$ cat config.mk
export PLATFORM = sky130hd
export DESIGN_NAME = mod_2011_digit_reducer
export DESIGN_NICKNAME = d
export VERILOG_FILES = /design/src/rtl/mod_2011_digit_reducer.sv
export SDC_FILE = /design/constraint.sdc
export NUM_CORES = 1
export LEC_CHECK = 0
export CAP_MARGIN = 15
export CORE_MARGIN = 3
export CORE_UTILIZATION = 30
export DETAILED_ROUTE_END_ITERATION = 8
export PLACE_DENSITY_LB_ADDON = 0.1
export SYNTH_ARGS = -nofsm -noshare
export SYNTH_HDL_FRONTEND = slang
export SYNTH_SLANG_ARGS = --single-unit
$ cat constraint.sdc
create_clock -name clk -period 4.97 [get_ports clk]
set_input_delay 0.497 -clock clk [delete_from_list [all_inputs] [get_ports clk]]
set_output_delay 0.497 -clock clk [all_outputs]
set_load 0.05 [all_outputs]
$ cat src/rtl/mod_2011_digit_reducer.sv
// rtl/mod_2011_digit_reducer.sv - streaming MSD-first digit reducer, operand mod M
module mod_2011_digit_reducer #(
    parameter int M  = 2011,
    parameter int MW = 11,
    parameter int DW = 3
) (
    input  logic          clk,
    input  logic          rst_n,
    input  logic          in_valid,
    output logic          in_ready,
    input  logic [DW-1:0] in_digit,
    input  logic          in_first,
    input  logic          in_last,
    output logic          out_valid,
    input  logic          out_ready,
    output logic [MW-1:0] out_res
);

    // Working value holds one shifted residue plus a digit; compares get one extra bit
    localparam int TW = MW + DW;
    localparam int CW = (DW > 1) ? $clog2(DW) : 1;

    typedef enum logic [1:0] {
        ST_ACCEPT,
        ST_REDUCE,
        ST_OUTPUT
    } state_t;

    state_t          r_state;
    state_t          w_next;
    logic [MW-1:0]   r_acc;
    logic [TW-1:0]   r_t;
    logic [CW-1:0]   r_cnt;
    logic            r_lst;

    logic            w_accept;
    logic            w_last_stage;
    logic [TW-1:0]   w_t_in;
    logic [TW:0]     w_m_shift;
    logic            w_ge;
    logic [TW-1:0]   w_t_red;

    assign w_accept     = (r_state == ST_ACCEPT) && in_valid;
    assign w_last_stage = (r_state == ST_REDUCE) && (r_cnt == '0);

    // Horner step: shifting the residue left by DW leaves the low bits free for the digit
    assign w_t_in = {(in_first ? {MW{1'b0}} : r_acc), in_digit};

    // One conditional-subtract stage of M scaled by 2^cnt
    assign w_m_shift = (TW + 1)'(M) << r_cnt;
    assign w_ge      = {1'b0, r_t} >= w_m_shift;
    assign w_t_red   = w_ge ? (r_t - w_m_shift[TW-1:0]) : r_t;

    assign in_ready  = (r_state == ST_ACCEPT);
    assign out_valid = (r_state == ST_OUTPUT);
    assign out_res   = r_acc;

    // State register
    always_ff @(posedge clk or negedge rst_n) begin
        if (!rst_n) begin
            r_state <= ST_ACCEPT;
        end else begin
            r_state <= w_next;
        end
    end

    // Next-state decode: accept a digit, reduce DW stages, optionally present result
    always_comb begin
        w_next = r_state;
        case (r_state)
            ST_ACCEPT: begin
                if (in_valid) begin
                    w_next = ST_REDUCE;
                end
            end
            ST_REDUCE: begin
                if (r_cnt == '0) begin
                    w_next = r_lst ? ST_OUTPUT : ST_ACCEPT;
                end
            end
            ST_OUTPUT: begin
                if (out_ready) begin
                    w_next = ST_ACCEPT;
                end
            end
            default: w_next = ST_ACCEPT;
        endcase
    end

    // Datapath: load working value on accept, subtract one stage per REDUCE cycle
    always_ff @(posedge clk or negedge rst_n) begin
        if (!rst_n) begin
            r_acc <= '0;
            r_t   <= '0;
            r_cnt <= '0;
            r_lst <= 1'b0;
        end else if (w_accept) begin
            r_t   <= w_t_in;
            r_lst <= in_last;
            r_cnt <= CW'(DW - 1);
        end else if (r_state == ST_REDUCE) begin
            r_t   <= w_t_red;
            r_cnt <= r_cnt - CW'(1);
            if (w_last_stage) begin
                r_acc <= w_t_red[MW-1:0];
            end
        end
    end

endmodule

# Word level (Yosys, flattened, before mapping)
# Index checks and enable logic that the tools add are counted.
[word_totals]
output_inout_bits = 13
regBits = 30
in_bits = 9
[classes]
n_lt_le_gt_ge = 1
eq_ne = 5
bitwise_logic = 1
n_addsub = 2
reduce_logical = 9
n_mux = 11
shift = 1
[ops]
columns = ["cell", "n"]
rows = [
  ["$mux 14", 3],
  ["$ge 14x15->1", 1],
  ["$shl 11x2->15 const A", 1],
  ["$sub 14x14->14", 1],
  ["$mux 2", 6],
  ["$mux 11", 1],
  ["$pmux 2 s3", 1],
  ["$reduce_and 3->1", 2],
  ["$logic_not 2->1", 2],
  ["$ne 2x2->1 const B", 2],
  ["$reduce_bool 2->1", 2],
  ["$eq 2x1->1 const B", 1],
  ["$eq 2x2->1 const B", 1],
  ["$logic_and 1x1->1", 2],
  ["$ne 2x1->1 const B", 1],
  ["$reduce_and 2->1", 1],
  ["$sub 2x1->2 const B", 1],
  ["$not 1->1", 1],
]

# Longest topological paths before layout
[logic_depth]
depth_word = 5
mapped_depth = 13
depth_no_buf = 13

# Least setup slack after synthesis
# Ideal clock, no wire load.
[synth_path]
kind = "reg2reg"
from = "register r_cnt[1]"
to = "register r_acc[0], in the netlist out_res[0]"
t_required_ps = 4887
stages_incl_launch_ff = 11
n_path_buf = 1
setup_ps = 83
synth_period_minus_slack_ps = 2718
path_slack_ps = 2252
arrival_time_ps = 2635
path_cell_list = "dfrtp_1 -> inv_1 -> ha_1 -> clkbuf_1 -> xor2_1 -> or3_4 -> o211ai_4 -> o31ai_4 -> a21oi_1 -> mux2_2 -> o21ai_0"
[synth_via]
elab_chain_cells = 3
[synth_rtl]
columns = ["element", "line_no", "source"]
rows = [
  ["from (decl)", "33", "logic [CW-1:0] r_cnt;"],
  ["from (signal assigned)", "100", "r_cnt <= CW'(DW - 1);"],
  ["from (signal assigned)", "103", "r_cnt <= r_cnt - CW'(1);"],
  ["$shl 11x2->15 or $logic_not 2->1 (tied branches)", "50, 44", ""],
  ["$sub 14x14->14, or another cell as far along", "52", "assign w_t_red = w_ge ? (r_t - w_m_shift[TW-1:0]) : r_t;"],
  ["$mux 14 or $reduce_and 3->1 (tied branches)", "--", ""],
  ["to (signal assigned)", "105", "r_acc <= w_t_red[MW-1:0];"],
  ["to (decl)", "31", "logic [MW-1:0] r_acc;"],
]
# Parallel ways exist; a longest one is shown, timed or not. The select of a mux whose other input is x is not followed.
# A chain may end at the register's enable or synchronous reset.

# Worst setup path in the final report
[layout_path]
from = "register r_cnt[0]"
to = "register r_t[3]"
[layout_via]
elab_chain_cells = 5
[layout_rtl]
columns = ["element", "line_no", "source"]
rows = [
  ["$shl 11x2->15 (*)", "50", "assign w_m_shift = (TW + 1)'(M) << r_cnt;"],
  ["$sub 14x14->14 or $ge 14x15->1 (tied branches)", "52, 51", ""],
  ["$mux 14 (*)", "52", ""],
  ["$mux 14 (*)", "101", "end else if (r_state == ST_REDUCE) begin"],
  ["$mux 14 (*)", "97", "end else if (w_accept) begin"],
  ["to (signal assigned)", "98", "r_t <= w_t_in;"],
  ["to (signal assigned)", "102", "r_t <= w_t_red;"],
  ["to (decl)", "32", "logic [TW-1:0] r_t;"],
]
# Mark *: on every way between the ends. The rest lies on a longest branch, timed or not. The select of a mux whose other input is x is not followed.

==> flow_summary_export.csv <==
group,metric,value,unit
sta,fin_crit_sh,0.6759,
yosys,syn_nets,272,
yosys,ys.warnings.count,0,
clock_network,post-cts-setup-buffers,0,
sta,max_freq,0.2977,GHz
drt,ant_nets,0,
clock_network,ctsHoldBuffers,0,
drt,drt-initial-drc-count,82,
yosys,synth.distinct_cells,52,
die,num_rows,30,
critical_path,critPathKind,"reg2reg",
global_route,grt_overflow_total,0,
yosys,async_flop_share,1.000,
clock_network,cts_made_buffers,5,
critical_path,startpoint_type,"flip-flop",
yosys,synth-main-ff-cell,"dfrtp_1",
global_route,grt_pass1_wl,10050,um
clock_network,clockRootBuffer,"clkbuf_8",
finish,postLayoutCoreUtil,0.3707,
placement,gp_congestion,0.8611,
global_route,antenna_found_initial,0,
die,die_x,92.74,um
yosys,syn_area,2257,um^2
clock_network,cts_resized,0,
hold_path,hp-class,"reg2reg",
placement,dp_hpwl,4411,um
critical_path,setup.worst_path.start,"r_cnt[0]",
clock_network,cts_tree,"done",
drt,post-route-drc-count,0,
finish,layout.nets,286,
die,initial_core_util,0.3199,
yosys,yosys.area.top_type,"dfrtp_1",
critical_path,required,5150,ps
critical_path,crit_end,"r_t[3]",
finish,n_antenna_cell,0,
sta,whs,491.8,ps
clock_network,clkLatencyLatePin,290,ps
yosys,synthTopCellsByArea,"dfrtp_1 (33%), ha_1 (7.2%), xnor2_1 (6.2%), nand2_1 (4.2%), a211oi_1 (3.7%)",
drt,vias,1893,
drt,viasPerCell,5.258,
outcome,status,"complete, no violations",
flow_run,cap_violations,0,
yosys,synth.top_cell.area_share,0.3326,
placement,port-buffer-count,21,
critical_path,reg2regPathDepth,11,
finish,nFillCells,759,
yosys,ys_ff_latch,30,
critical_path,end_kind,"flip-flop",
critical_path,r2r_end,"r_t[3]",
yosys,avgSynthCellArea,9.065,um^2
finish,register_area,750.7,um^2
sta,setup_violations,0,
drt,firstDrtPassIters,4,
sta,skew,8.999,ps
placement,placed_cell_area,2514,um^2
sta,hold_viol,0,
drt,wire_per_inst,17.07,um
die,die_area,8601,um^2
global_route,grtUsageTotal,0.1496,
die,core,7057,um^2
yosys,synth_edf_count,0,
sta,rsz0062_at_grt,"false",
global_route,grt_max_degree,31,
yosys,yosysSeqAreaShare,0.3326,
clock_network,h-tree-depth,2,
sta,post-route-min-period,3359,ps
sta,drv_slew,0,
critical_path,r2r_start,"r_cnt[0]",
finish,area_delta_synth_final,15.91,%
die,io_pins,22,
sta,fin_tns_setup,0,ps
drt,totalWireLength,6145,um
clock_network,cts.path.max_buffers,2,
die,die_y,92.74,um
sta,slew-limit-headroom,0.4649,
critical_path,arrival,3540,ps
finish,multi_input_area,1376,um^2
clock_network,clock_sinks,30,
critical_path,regToRegSetupSlack,1610,ps
yosys,syn_inst,249,
clock_network,path_clk_slew,70,ps
finish,drive_gt1_frac,0.1023,
global_route,grt_pass1_vias,1862,
finish,stdcell_area,2616,um^2
sta,worst_pin_slew,794.2,ps
critical_path,cp_max_fo,14,
-- final cells by class --
type | instances | share of cell area
clock inverter | 2 | 0.004782
timing repair buffer | 24 | 0.08895
sequential | 30 | 0.2869
multi-input combinational | 191 | 0.5261
inverter | 11 | 0.01578
tap | 96 | 0.04591
clock buffer | 6 | 0.03156
-- through the flow --
| step | instances | worst slack [ps] |
|---|---|---|
| 2_1_floorplan | 249 | 2252 |
| 3_3_place_gp | 351 | 1658 |
| 3_5_place_dp | 351 | 1570 |
| 4_1_cts | 359 | 1518 |
| 5_1_grt | 360 | 1294 |
| 6_report | 360 | 1611 |
-- how the worst min path moves through the flow --
stage           from         end  cells past startpoint
2_1_floorplan  rst_n  out_res[0]                      0
6_report       r_lst       r_lst                      2
5_1_grt        r_lst       r_lst                      2
3_5_place_dp   r_lst       r_lst                      2
3_3_place_gp   r_lst       r_lst                      2
4_1_cts        r_lst       r_lst                      2
-- state kept, by name, indices dropped and copies added (netlist names) --
register,flops
r_lst,1
out_res,11
r_state,2
r_t,14
r_cnt,2
-- layout by cell type (no fill, tap or decap), types with 2 or more instances in the layout --
cell type	n
clkbuf_8	6
a211oi_2	2
xnor2_1	16
inv_1	11
nor2b_1	2
o211ai_1	2
nand2_1	25
xor2_1	9
buf_4	3
nor3_1	4
and2_1	2
a32o_1	2
a211oi_1	11
o21bai_1	2
nand2b_1	2
o21ai_0	14
a22oi_1	4
nor2_1	4
a21o_2	3
a311oi_1	2
and4_1	2
clkdlybuf4s50_1	21
nand3b_1	2
a21oi_1	16
mux2i_1	3
o21a_1	2
nand3_1	15
dfrtp_1	30
or3_1	2
a31oi_1	2
o21ai_1	9
ha_1	13
-- cells by family after synthesis --
logic type	synth area share
and+or+nand+nor	0.1380
muxes	0.01829
buffers and inverters	0.05765
AOI/OAI and AO/OA	0.2639
xor gates and xnor gates	0.1042
DFF	0.3326
adders and majority gates	0.08537
-- worst max-delay path, cell delays in order, from the launching register on --
cell and delay, ps:
dfrtp_1 440, inv_1 150, ha_1 410, xor2_2 240, nand2_1 140, or3_4 390
o211ai_4 250, o31ai_4 170, a21oi_1 470, buf_4 260, a211oi_1 80, a311oi_1 260
-- cells in the mapped netlist (9+ instances only) --
master    number
xor2_1         9
dfrtp_1       30
nand2_1       25
o21ai_1        9
a21oi_1       16
nand3_1       15
inv_1         11
a211oi_1      11
ha_1          13
xnor2_1       16
clkbuf_1      10
o21ai_0       14
-- per-layer routing --
layer	wire, um	share of wire	global-route usage	vias to the layer above
met5	0	0	0	-
met4	138	0.022	0.04274	0
met3	244	0.040	0.02681	10
met2	2699	0.44	0.2266	42
met1	3062	0.50	0.2167	914
li1	-	-	-	927
Power is left out: the tool's default activity adds up to more than one toggle a clock period on the data nets, which glitch-free logic cannot reach.
